File: config.mk
export PLATFORM = sky130hd
export DESIGN_NAME = branch_target_buffer
export DESIGN_NICKNAME = d
export VERILOG_FILES = /design/src/rtl/branch_target_buffer.sv
export SDC_FILE = /design/constraint.sdc
export NUM_CORES = 2
export LEC_CHECK = 0
export CAP_MARGIN = 20
export CORE_MARGIN = 2
export CORE_UTILIZATION = 35
export CTS_CLUSTER_DIAMETER = 150
export DETAILED_ROUTE_END_ITERATION = 8
export HOLD_SLACK_MARGIN = 0.15
export PLACE_DENSITY = 0.62
export SKIP_LAST_GASP = 1
export SLEW_MARGIN = 20
export SYNTH_ARGS = -nofsm -noshare
export SYNTH_HDL_FRONTEND = slang
export SYNTH_SLANG_ARGS = --single-unit
File: constraint.sdc
create_clock -name clk -period 9.1 [get_ports clk]
set_clock_uncertainty 0.05 [all_clocks]
set_input_delay 1.82 -clock clk [delete_from_list [all_inputs] [get_ports clk]]
set_output_delay 1.82 -clock clk [all_outputs]
set_load 0.1 [all_outputs]
File: src/rtl/branch_target_buffer.sv
// Direct-mapped branch target buffer with one history bit per entry.
// Lookup is combinational on PCF; EX corrections allocate/update at PCE.
module branch_target_buffer #(
  parameter int INDEX_BITS = 6,
  parameter int CNT_WIDTH  = 32
) (
  input  logic                 clk,
  input  logic                 rst,
  input  logic [31:0]          PCF,
  output logic [1:0]           BranchFlagsF,
  output logic [31:0]          PredictedPCF,
  input  logic [31:0]          PCE,
  input  logic [31:0]          BranchTargetE,
  input  logic [1:0]           BranchE,
  input  logic                 BrValidE,
  input  logic                 StallE,
  output logic [CNT_WIDTH-1:0] BranchCount,
  output logic [CNT_WIDTH-1:0] MispredCount
);

  localparam int ENTRIES = 1 << INDEX_BITS;
  localparam int TAG_W   = 30 - INDEX_BITS;
  localparam logic [CNT_WIDTH-1:0] CMAX = '1;

  logic [ENTRIES-1:0] valid;
  logic [ENTRIES-1:0] state;
  logic [TAG_W-1:0]   tags    [ENTRIES];
  logic [31:0]        targets [ENTRIES];

  logic [INDEX_BITS-1:0] idx_f;
  logic [INDEX_BITS-1:0] idx_e;
  logic [TAG_W-1:0]      tag_f;
  logic [TAG_W-1:0]      tag_e;
  logic                  hit;
  logic                  taken;
  logic                  upd;
  logic                  unused_lsbs;

  assign idx_f = PCF[INDEX_BITS+1:2];
  assign tag_f = PCF[31:INDEX_BITS+2];
  assign idx_e = PCE[INDEX_BITS+1:2];
  assign tag_e = PCE[31:INDEX_BITS+2];
  assign unused_lsbs = ^{PCF[1:0], PCE[1:0]};

  assign hit   = valid[idx_f] && (tags[idx_f] == tag_f);
  assign taken = hit && state[idx_f];

  assign BranchFlagsF = {taken, hit};
  assign PredictedPCF = taken ? targets[idx_f] : PCF + 32'd4;

  // Every non-zero correction rewrites the whole entry
  assign upd = !rst && !StallE && (BranchE != 2'b00);

  always_ff @(posedge clk or posedge rst) begin
    if (rst) begin
      valid <= '0;
      state <= '0;
    end else if (upd) begin
      valid[idx_e] <= 1'b1;
      state[idx_e] <= (BranchE != 2'b11);
    end
  end

  always_ff @(posedge clk) begin
    if (upd) begin
      tags[idx_e]    <= tag_e;
      targets[idx_e] <= BranchTargetE;
    end
  end

  always_ff @(posedge clk or posedge rst) begin
    if (rst) begin
      BranchCount  <= '0;
      MispredCount <= '0;
    end else if (!StallE) begin
      if (BrValidE && BranchCount != CMAX)
        BranchCount <= BranchCount + 1'b1;
      if (BranchE != 2'b00 && MispredCount != CMAX)
        MispredCount <= MispredCount + 1'b1;
    end
  end

  // A correction must come from a conditional branch
  a_corr_has_branch: assert property (
    @(posedge clk) disable iff (rst)
    !(BranchE != 2'b00 && !BrValidE));

endmodule

==> metrics.cfg <==
[routing]
vias = 73000
dr.first_iter.drc_count = 9480
antenna_left = 0
routed_wl_um = 432000
drt-vias-per-instance = 5.74
drc = 0
first_pass_iters = 9
wl_per_cell_um = 34.0

[clock_tree]
cts-htree-levels = 5
cts_tree = built
ctsResizeCount = 0
clk_pin_slew_worst_paths_ns = 0.06
cts_setup_buffers = 0
clkSinkCount = 3776
clock_path_buffers = 4
cts_hold_buf = 0
cts_root_buffer = clkbuf_16
cts_buffers = 369
clk_latency_ns = 0.88

[sta]
fmax_ghz = 0.115
period_share = 0.957
hold_viol_final = 0
holdWs_ns = 0.410
rsz0062_at_grt = no
layout_min_cycle_time_ns = 8.71
setup_tns_ns = 0
worst_slew_pin_slew_ns = 1.17
slew_violations = 0
setup_viol = 0
slew-limit-headroom = 0.218

[hold_path]
min_to = valid[42]$_DFFE_PP0P_
min_path_type = flop to flop
hp-start = valid[42]$_DFFE_PP0P_
min_path_cells = 1

[final_layout]
area_growth_pct = 14.7
fin_area_um2 = 168000
layout-drive-gt1-share = 0.284
seqCellArea_um2 = 112000
multi_input_area_um2 = 32200
nets = 7001
fin_cells = 12700
fillCellCount = 35900

[flow_run]
drv_cap = 0

[setup_path]
rr_endpoint = MispredCount[23]$_DFFE_PP0P_
reg2reg_depth = 9
critical_path.max_fanout = 38
worstSetupEndpointType = primary output
worstPathRequired_ns = 7.23
crit_path_start_kind = primary input
cp.arrival_ns = 6.84
timing.reg2reg.setup_slack_ns = 5.89
regToRegStartpoint = MispredCount[17]$_DFFE_PP0P_
critPathKind = primary input to primary output

[status]
outcome = finished clean

[yosys]
syn_area_per_cell_um2 = 22.8
synth.distinct_cells = 76
syn_area_um2 = 147000
netlist_instances = 6421
syn-num-nets = 6526
synth-seq-area-share = 0.767
synth_enable_flop_cells = 3584
yosys_warnings = 0
ys_seq_elements = 3776
async_reset_ff_frac = 0.0508
synth-main-ff-cell = edfxtp_1

[die]
rows = 237
core_um2 = 417000
boundaryPins = 200
start_util = 0.352
die_w_um = 651
fp.dieH_um = 651
dieArea_um2 = 424000

[pwr]
peakVddDrop_uv = 162
p_leak_nw = 53.5
p_per_area_nw_per_um2 = 218
totalPowerFinal_mw = 36.7

[global_routing]
grt_max_degree = 144
gr-total-overflow = 0
grt_pass1_wl_um = 590000
grtUsageTotal = 0.200
first_global_vias = 72300
antenna_found_initial = 57

[placed_design]
dp.cells = 12000
place_area_um2 = 156000
gp_congestion = 0.816
io_buffers = 197
dpl.hpwl_um = 236000

==> cells in the final DEF, fill, tap and decap left out, types with 71 or more instances in the layout <==
| cell | n |
|---|---|
| buf_4 | 213 |
| clkbuf_1 | 71 |
| clkbuf_16 | 377 |
| clkdlybuf4s50_1 | 101 |
| clkinv_1 | 78 |
| dfrtp_1 | 192 |
| edfxtp_1 | 3584 |
| mux2i_1 | 140 |
| mux4_2 | 1047 |
| nand2_1 | 201 |
| xnor2_1 | 87 |
==> per-stage QoR <==
stage / util / setup slack [ns]
2_1_floorplan: - / 0.717
3_3_place_gp: 0.375 / 0.423
3_5_place_dp: 0.375 / 0.441
4_1_cts: 0.403 / 0.423
5_1_grt: 0.403 / 0.417
6_report: 0.404 / 0.389
==> worst max-delay path: stages <==
cell,delay [ns]
buf_8,0.35
buf_12,0.33
buf_4,0.33
mux4_2,0.25
o22ai_1,0.09
nor4_1,0.67
buf_4,0.23
xnor2_1,0.15
nor2_1,0.09
a211oi_1,0.35
or4b_1,0.49
or4_4,0.58
buf_12,0.20
mux2i_1,0.31
buf_4,0.19
buf_12,0.16
==> registers in the layout, summed over array words and instances, names as in the netlist <==
signal / flops
targets: 2048
valid: 64
state: 64
tags: 1536
BranchCount: 32
MispredCount: 32
==> worst max-delay path by stage <==
stage           start         endpoint  slack (ns)  depth (start not counted)
5_1_grt        PCF[3]  PredictedPCF[2]        0.42                         16
6_report       PCF[3]  PredictedPCF[2]        0.39                         16
4_1_cts        PCF[3]  PredictedPCF[2]        0.42                         16
2_1_floorplan  PCF[3]  PredictedPCF[2]        0.72                         14
3_3_place_gp   PCF[3]  PredictedPCF[2]        0.42                         16
3_5_place_dp   PCF[3]  PredictedPCF[2]        0.44                         16
==> synth_stat cells, types with 25 or more instances <==
cell / instances / area (um^2)
a22oi_1: 49 / 368
nor2b_1: 25 / 156
mux2_4: 29 / 435
clkbuf_1: 146 / 548
mux2i_1: 140 / 1400
buf_2: 112 / 561
inv_1: 60 / 225
mux4_2: 1047 / 23600
buf_4: 27 / 203
xnor2_1: 87 / 762
edfxtp_1: 3584 / 108000
nor2_1: 81 / 304
o22ai_1: 34 / 213
nand3_1: 62 / 310
nand2_1: 201 / 754
a21oi_1: 37 / 185
and3_1: 31 / 194
xor2_1: 25 / 219
o21ai_0: 67 / 335
nand2b_1: 59 / 369
nand4_1: 27 / 169
dfrtp_1: 192 / 4800
==> metal layers <==
metal / up-vias / share of wire / global-route usage
li1: 28200 / - / -
met1: 39900 / 0.38 / 0.262
met3: 802 / 0.089 / 0.0389
met4: 22 / 0.042 / 0.0763
met2: 4071 / 0.49 / 0.328
met5: - / 0.00031 / 0
==> kinds of logic after synthesis <==
group	share of synthesized area
AO/OA/AOI/OAI	0.0138
XOR/XNOR	0.00670
adder cells (fa/ha/maj)	0.000256
buffers and inverters	0.0136
flip-flops	0.767
multiplexers	0.178
AND/OR/NAND/NOR	0.0207
==> report_power, final <==
group	internal (mW)	switching, mW
Combinational	0.826	1.37
Sequential	19.2	0.0862
Clock	8.70	6.53
Total	28.7	7.99
==> final cells by class <==
| type | count | share of cell area |
|---|---|---|
| well taps | 5497 | 0.0409 |
| clock inverters | 206 | 0.0120 |
| flip-flops and latches | 3776 | 0.669 |
| multi-input cells | 2253 | 0.192 |
| repair buffers | 435 | 0.0256 |
| diodes | 22 | 0.000327 |
| clock buffers | 456 | 0.0583 |
| inverters | 61 | 0.00246 |
Power figures use the tool's default switching activity.
